==> src/rtl/mdu_pkg.sv <==
// mdu_pkg: shared definitions for the multiply/divide sequencer.
//   md_op_e     - operation codes driven by E-stage decode
//   mdu_state_e - sequencer state
//   DIV_CYCLES  - restoring divide iterations (one quotient bit per cycle)
//   is_iter_op  - true for ops that stall the pipeline (MULT/MULTU/DIV/DIVU)
package mdu_pkg;

  typedef enum logic [2:0] {
    MD_NOP   = 3'd0,
    MD_MULT  = 3'd1,
    MD_MULTU = 3'd2,
    MD_DIV   = 3'd3,
    MD_DIVU  = 3'd4,
    MD_MTHI  = 3'd5,
    MD_MTLO  = 3'd6
  } md_op_e;

  typedef enum logic [1:0] {
    IDLE = 2'd0,
    BUSY = 2'd1,
    DONE = 2'd2
  } mdu_state_e;

  // One iteration per quotient bit of a 32-bit dividend; the divider
  // datapath depends on this exact value.
  localparam int DIV_CYCLES = 32;

  function automatic logic is_iter_op(input logic [2:0] op);
    return (op == MD_MULT) || (op == MD_MULTU) || (op == MD_DIV) || (op == MD_DIVU);
  endfunction

endpackage

==> src/rtl/div_radix2.sv <==
// div_radix2: unsigned iterative restoring divider, one quotient bit per step.
//   clk, rst           - clock, synchronous active-high reset
//   load               - capture dividend/divisor and clear the partial remainder
//   step               - perform one restoring iteration
//   dividend, divisor  - 32-bit unsigned operands
//   quotient, remainder- results, valid after 32 steps following load
// A zero divisor needs no special case: every trial subtraction succeeds,
// giving an all-ones quotient and the dividend as remainder.
module div_radix2 (
  input  logic        clk,
  input  logic        rst,
  input  logic        load,
  input  logic        step,
  input  logic [31:0] dividend,
  input  logic [31:0] divisor,
  output logic [31:0] quotient,
  output logic [31:0] remainder
);

  logic [31:0] quo_q;
  logic [31:0] rem_q;
  logic [31:0] dvs_q;
  logic [32:0] rem_sh;
  logic [32:0] diff;

  // Shift the next dividend bit into the partial remainder and trial-subtract;
  // bit 32 of the difference is the borrow (remainder smaller than divisor).
  assign rem_sh = {rem_q, quo_q[31]};
  assign diff   = rem_sh - {1'b0, dvs_q};

  // The quotient register doubles as the dividend shift register.
  always_ff @(posedge clk) begin
    if (rst) begin
      quo_q <= '0;
      rem_q <= '0;
      dvs_q <= '0;
    end else if (load) begin
      quo_q <= dividend;
      rem_q <= '0;
      dvs_q <= divisor;
    end else if (step) begin
      rem_q <= diff[32] ? rem_sh[31:0] : diff[31:0];
      quo_q <= {quo_q[30:0], ~diff[32]};
    end
  end

  assign quotient  = quo_q;
  assign remainder = rem_q;

endmodule

==> src/rtl/mdu_ctrl.sv <==
// mdu_ctrl: E-stage multiply/divide sequencer feeding the HI/LO register file.
//   clk, rst          - clock, synchronous active-high reset
//   flushE            - E-stage flush, cancels any operation
//   start, op, a, b   - md instruction from decode (held while stall_o=1)
//   stall_o           - stall request to the hazard unit
//   busy              - sequencer not idle
//   hilo_we           - [1] write HI, [0] write LO
//   hi_wdata, lo_wdata- HI/LO write data (zero when not written)
// MTHI/MTLO write in the issue cycle. MULT*/DIV* stall for N+1 cycles and
// write HI and LO together in the following DONE cycle.
module mdu_ctrl
  import mdu_pkg::*;
#(
  parameter int MUL_CYCLES = 2
) (
  input  logic        clk,
  input  logic        rst,
  input  logic        flushE,
  input  logic        start,
  input  logic [2:0]  op,
  input  logic [31:0] a,
  input  logic [31:0] b,
  output logic        stall_o,
  output logic        busy,
  output logic [1:0]  hilo_we,
  output logic [31:0] hi_wdata,
  output logic [31:0] lo_wdata
);

  mdu_state_e  state;
  logic [5:0]  cnt;
  logic [31:0] a_q;
  logic [63:0] prod_q;
  logic        is_div_q;
  logic        quo_neg_q;
  logic        rem_neg_q;
  logic        div_zero_q;

  logic        accept;
  logic        op_div;
  logic        op_signed_div;
  logic        op_signed_mul;
  logic [63:0] product;
  logic [31:0] a_mag;
  logic [31:0] b_mag;
  logic [31:0] quo;
  logic [31:0] rem;
  logic [31:0] res_hi;
  logic [31:0] res_lo;

  assign accept        = (state == IDLE) && start && !flushE && is_iter_op(op);
  assign op_div        = (op == MD_DIV) || (op == MD_DIVU);
  assign op_signed_div = (op == MD_DIV);
  assign op_signed_mul = (op == MD_MULT);

  // Sign- or zero-extend to 64 bits; the low 64 bits of the product are then
  // correct for both signed and unsigned multiply.
  assign product = {{32{op_signed_mul & a[31]}}, a} * {{32{op_signed_mul & b[31]}}, b};

  // The divider works on magnitudes; negating 0x80000000 yields itself,
  // which is the correct unsigned magnitude.
  assign a_mag = (op_signed_div && a[31]) ? -a : a;
  assign b_mag = (op_signed_div && b[31]) ? -b : b;

  div_radix2 u_div (
    .clk       (clk),
    .rst       (rst),
    .load      (accept && op_div),
    .step      ((state == BUSY) && is_div_q && !flushE),
    .dividend  (a_mag),
    .divisor   (b_mag),
    .quotient  (quo),
    .remainder (rem)
  );

  // Sequencer: latch operands on accept, count out the latency in BUSY,
  // spend exactly one cycle in DONE for the HI/LO write.
  always_ff @(posedge clk) begin
    if (rst) begin
      state      <= IDLE;
      cnt        <= '0;
      a_q        <= '0;
      prod_q     <= '0;
      is_div_q   <= 1'b0;
      quo_neg_q  <= 1'b0;
      rem_neg_q  <= 1'b0;
      div_zero_q <= 1'b0;
    end else begin
      case (state)
        IDLE: begin
          if (accept) begin
            state      <= BUSY;
            cnt        <= op_div ? 6'(DIV_CYCLES) : 6'(MUL_CYCLES);
            a_q        <= a;
            prod_q     <= product;
            is_div_q   <= op_div;
            quo_neg_q  <= op_signed_div && (a[31] ^ b[31]);
            rem_neg_q  <= op_signed_div && a[31];
            div_zero_q <= (b == 32'd0);
          end
        end
        BUSY: begin
          if (flushE) begin
            state <= IDLE;
            cnt   <= '0;
          end else begin
            cnt <= cnt - 6'd1;
            if (cnt == 6'd1) state <= DONE;
          end
        end
        DONE: state <= IDLE;
        default: state <= IDLE;
      endcase
    end
  end

  // Divide by zero returns the raw dividend, bypassing the sign fixup.
  always_comb begin
    res_hi = prod_q[63:32];
    res_lo = prod_q[31:0];
    if (is_div_q) begin
      if (div_zero_q) begin
        res_hi = a_q;
        res_lo = 32'hFFFF_FFFF;
      end else begin
        res_hi = rem_neg_q ? -rem : rem;
        res_lo = quo_neg_q ? -quo : quo;
      end
    end
  end

  // Outputs are forced low while rst is high so a reset never leaks a write.
  always_comb begin
    stall_o  = 1'b0;
    hilo_we  = 2'b00;
    hi_wdata = '0;
    lo_wdata = '0;
    if (!rst) begin
      case (state)
        IDLE: begin
          if (start && !flushE) begin
            if (op == MD_MTHI) begin
              hilo_we  = 2'b10;
              hi_wdata = a;
            end else if (op == MD_MTLO) begin
              hilo_we  = 2'b01;
              lo_wdata = a;
            end else if (is_iter_op(op)) begin
              stall_o = 1'b1;
            end
          end
        end
        BUSY: stall_o = !flushE;
        DONE: begin
          if (!flushE) begin
            hilo_we  = 2'b11;
            hi_wdata = res_hi;
            lo_wdata = res_lo;
          end
        end
        default: stall_o = 1'b0;
      endcase
    end
  end

  assign busy = !rst && (state != IDLE);

endmodule
==> config.mk <==
export PLATFORM = sky130hd
export DESIGN_NAME = mdu_ctrl
export DESIGN_NICKNAME = d
export VERILOG_FILES = /design/src/rtl/mdu_pkg.sv /design/src/rtl/div_radix2.sv /design/src/rtl/mdu_ctrl.sv
export SDC_FILE = /design/constraint.sdc
export NUM_CORES = 2
export LEC_CHECK = 0
export CAP_MARGIN = 30
export CELL_PAD_IN_SITES_DETAIL_PLACEMENT = 0
export CELL_PAD_IN_SITES_GLOBAL_PLACEMENT = 1
export CORE_MARGIN = 2
export CORE_UTILIZATION = 54
export DETAILED_ROUTE_END_ITERATION = 8
export GPL_TIMING_DRIVEN = 0
export PLACE_DENSITY = 0.94
export SLEW_MARGIN = 20
export SYNTH_ARGS = -nofsm -noshare
export SYNTH_HDL_FRONTEND = slang
export SYNTH_SLANG_ARGS = --single-unit
export TNS_END_PERCENT = 10
==> constraint.sdc <==
create_clock -name clk -period 22.7 [get_ports clk]
set_input_delay 2.27 -clock clk [delete_from_list [all_inputs] [get_ports clk]]
set_output_delay 2.27 -clock clk [all_outputs]
set_load 0.01 [all_outputs]
==> summary.txt <==
CTS
  – Post-CTS Setup Repair Bufs: 0
  – Hold Buf Count CTS: 0
  – CTS HTree Levels: 1
  – CTS Sinks: around 200
  – Root Buffer: clkbuf_16
  – CTS buffer count: 23
  – CTS Buffer Depth: 3
  – CTS tree: yes
  – Worst-path clk slew: roughly 0.06 ns
  – Clk Latency, worst-skew pair: 0.56 ns
  – CTS resizes: 0

STA
  – Worst Skew: around 0.016 ns
  – Max_slew headroom: approximately a quarter
  – Slew Viols, Final: 0
  – Final worst path period share: about 57%
  – RSZ-0062 raised after global routing: no
  – Final setup violation count: 0
  – Max Freq: between 70 and 80 MHz
  – Crit path time final: about 13 ns
  – Final Hold Vio Count: 0
  – Worst slew pin tran: 1.127 ns
  – Hold_ws: 0.4539 ns
  – Setup TNS: 0 ns

Logic synthesis
  – Post-synthesis instance total: ~6k
  – Mapped Nets: 7589
  – Yosys warns: 0
  – Commonest cells post-synth: inv_1 (1203), nand2_1 (1201), fa_1 (1126)
  – Biggest area consumer among synthesized cells: fa_1
  – FFs w/ async S/R, synth: 0%
  – Seq cells post-synth: ~200
  – Post-synth EDFFs: 0
  – Syn_area_per_cell: ~8.4 sq um
  – Top-count cell post-synth: inv_1
  – Cell Area, Synth: 0.05168 sq mm
  – Post-synthesis sequential area ratio: about 8%
  – Primary FF master, synth: dfxtp_1
  – Cell variety after synth: 90
  – Area contributors post-synth: fa_1 (44%), inv_1 (8.7%), nand2_1 (8.7%), dfxtp_1 (7.9%), ha_1 (6.1%)
  – Top-area cell type share of the netlist area: between 40% and 50%

Worst setup path
  – Worst Path Arrival: ~13 ns
  – R2R setup slack: between 15 and 20 ns
  – Setup crit end kind: register
  – CP max FO: 10
  – Slowest cell delay on critical path: 0.94 ns
  – Critical path data required time: approximately 23 ns
  – Critical path class: in2reg
  – Slowest cell on the critical path: fa_1
  – Critical Path Source Type: input pin

Detailed routing
  – DRT Pass-1 Iters: 9
  – Per-cell routed wire length: 26.59 microns
  – Iteration-0 DRC Markers: between 5k and 6k
  – DRC viols: 0
  – Total number of vias: ~45k
  – Post-DRT Antenna Nets: 0
  – DRT Wirelength: just over 200000 microns
  – Via density: between 5 and 6

Global routing
  – Pin count of the biggest net entering global routing: 25
  – Vias in the first global route: 45.64k
  – First-pass GRT wire length: ~300000 microns
  – Initial antenna violation count: 21
  – GRT Util Overall: 41.45%
  – Total grt overflow: 0

Floorplanning
  – Die ar.: between 0.09 and 0.1 sq mm
  – Core ar.: 0.09487 sq mm
  – DIE WIDTH: approximately 310 microns
  – Starting Density: between 50% and 60%
  – Boundary Pins: roughly 140
  – Die Ht: about 310 microns
  – Core Rows: about 110

Layout
  – Fill count: ~8.6k
  – Final net count: just under 8k
  – Register area: 0.004084 sq mm
  – Layout area overhead: 7.701%
  – Multi-input gate area: about 0.041 sq mm
  – Share of layout cells above drive strength 1: between 3 and 4%

Place
  – Port Buf Inserts: 110
  – RePlAce Congestion: about 1.1
  – HPWL after detailed placement: about 170000 microns

Outcome
  – Status: finished clean

Job
  – Max-cap violations: 0

Worst hold path
  – Min-Delay Path Class: reg2reg
==> kinds of logic (layout without fill, tap and decap cells) <==
logic type	count (synthesis)	after routing	share of synthesized area, %
other	0	4	0
adders and majority gates	1377	1377	49.69
DFF	204	204	7.902
buffers and inverters	1608	1791	11.86
xor gates and xnor gates	214	214	3.627
AOI/OAI and AO/OA	759	759	9.497
muxes	36	36	0.7335
and+or+nand+nor	1943	1943	16.69
==> worst max-delay path: cells and delay by family <==
| family | cells | cell delay (ns) |
|---|---|---|
| AND/OR/NAND/NOR | 6 | 1.75 |
| buffers and inverters | 12 | 3.36 |
| adder cells (fa/ha/maj) | 9 | 4.83 |
| AO/OA/AOI/OAI | 5 | 1.15 |
==> metal layers <==
layer  vias to the layer above  track usage (%)  wire length [microns]  share of wire, %
met5                         -                0                    116             0.057
met4                        16            23.61                  14570               7.2
met3                       658            12.55                  26640                13
met2                      2884            61.73                  85560                42
met1                     22840            53.99                  75000                37
li1                      18950                -                      -                 -
==> worst paths after layout <==
path / startpoint / to / cells past startpoint
setup reg to reg: u_div.remainder[0] / u_div.remainder[30] / 13
hold reg to reg: a_q[18] / a_q[18] / 2
setup / recovery: op[0] / prod_q[62] / 32
hold / removal: a_q[18] / a_q[18] / 2
==> cells in the final DEF (no fill, tap or decap), types with 26 or more instances in the layout <==
master | synthesis | final
a31oi_1 | 26 | 26
fa_1 | 1126 | 1125
a211oi_1 | 42 | 42
nor2_1 | 226 | 226
o31ai_1 | 29 | 29
inv_1 | 1203 | 1203
clkbuf_2 | 1 | 39
dfxtp_1 | 204 | 204
nor3_1 | 31 | 31
o221ai_1 | 32 | 32
nand3_1 | 36 | 36
o21ai_0 | 149 | 149
and2_1 | 282 | 282
clkdlybuf4s50_1 | 0 | 110
nand2_1 | 1201 | 1201
a311oi_1 | 50 | 50
ha_1 | 251 | 251
xnor2_1 | 118 | 118
a21o_1 | 46 | 46
and3_1 | 32 | 32
xor2_1 | 96 | 96
a21oi_1 | 250 | 250
buf_1 | 64 | 64
clkbuf_1 | 317 | 282
==> flip-flops by register name, indices dropped and copies added, names as in the netlist <==
signal and cells:
prod_q 64, div_zero_q 1, u_div.remainder 32, a_q 32, rem_neg_q 1, state 2
is_div_q 1, quo_neg_q 1, u_div.quotient 32, u_div.dvs_q 32, cnt 6
==> final cells by class <==
class                   instances  share of cell area [%]
well taps                    1265                   2.843
plain buffers                 405                   2.987
diodes                          4                 0.01798
inverters                    1203                   8.112
clock inverters                10                  0.2158
multi-input cells            4329                   74.50
clock buffers                  30                   1.153
flip-flops and latches        204                   7.337
repair buffers                143                   2.830
==> stage by stage <==
stage	utilization, %	std cells	setup WS, ns	cell area [sq um]
global placement	57.31	7516	8.769	54370
detailed placement	57.79	7544	8.752	54830
floorplan	-	6141	12.21	51680
CTS	58.59	7584	9.335	55590
finish	58.67	7593	9.760	55660
global route	58.67	7590	9.127	55660
Power is not shown: default switching activity piles up to over one toggle a cycle in this logic, so the estimate is an artifact.
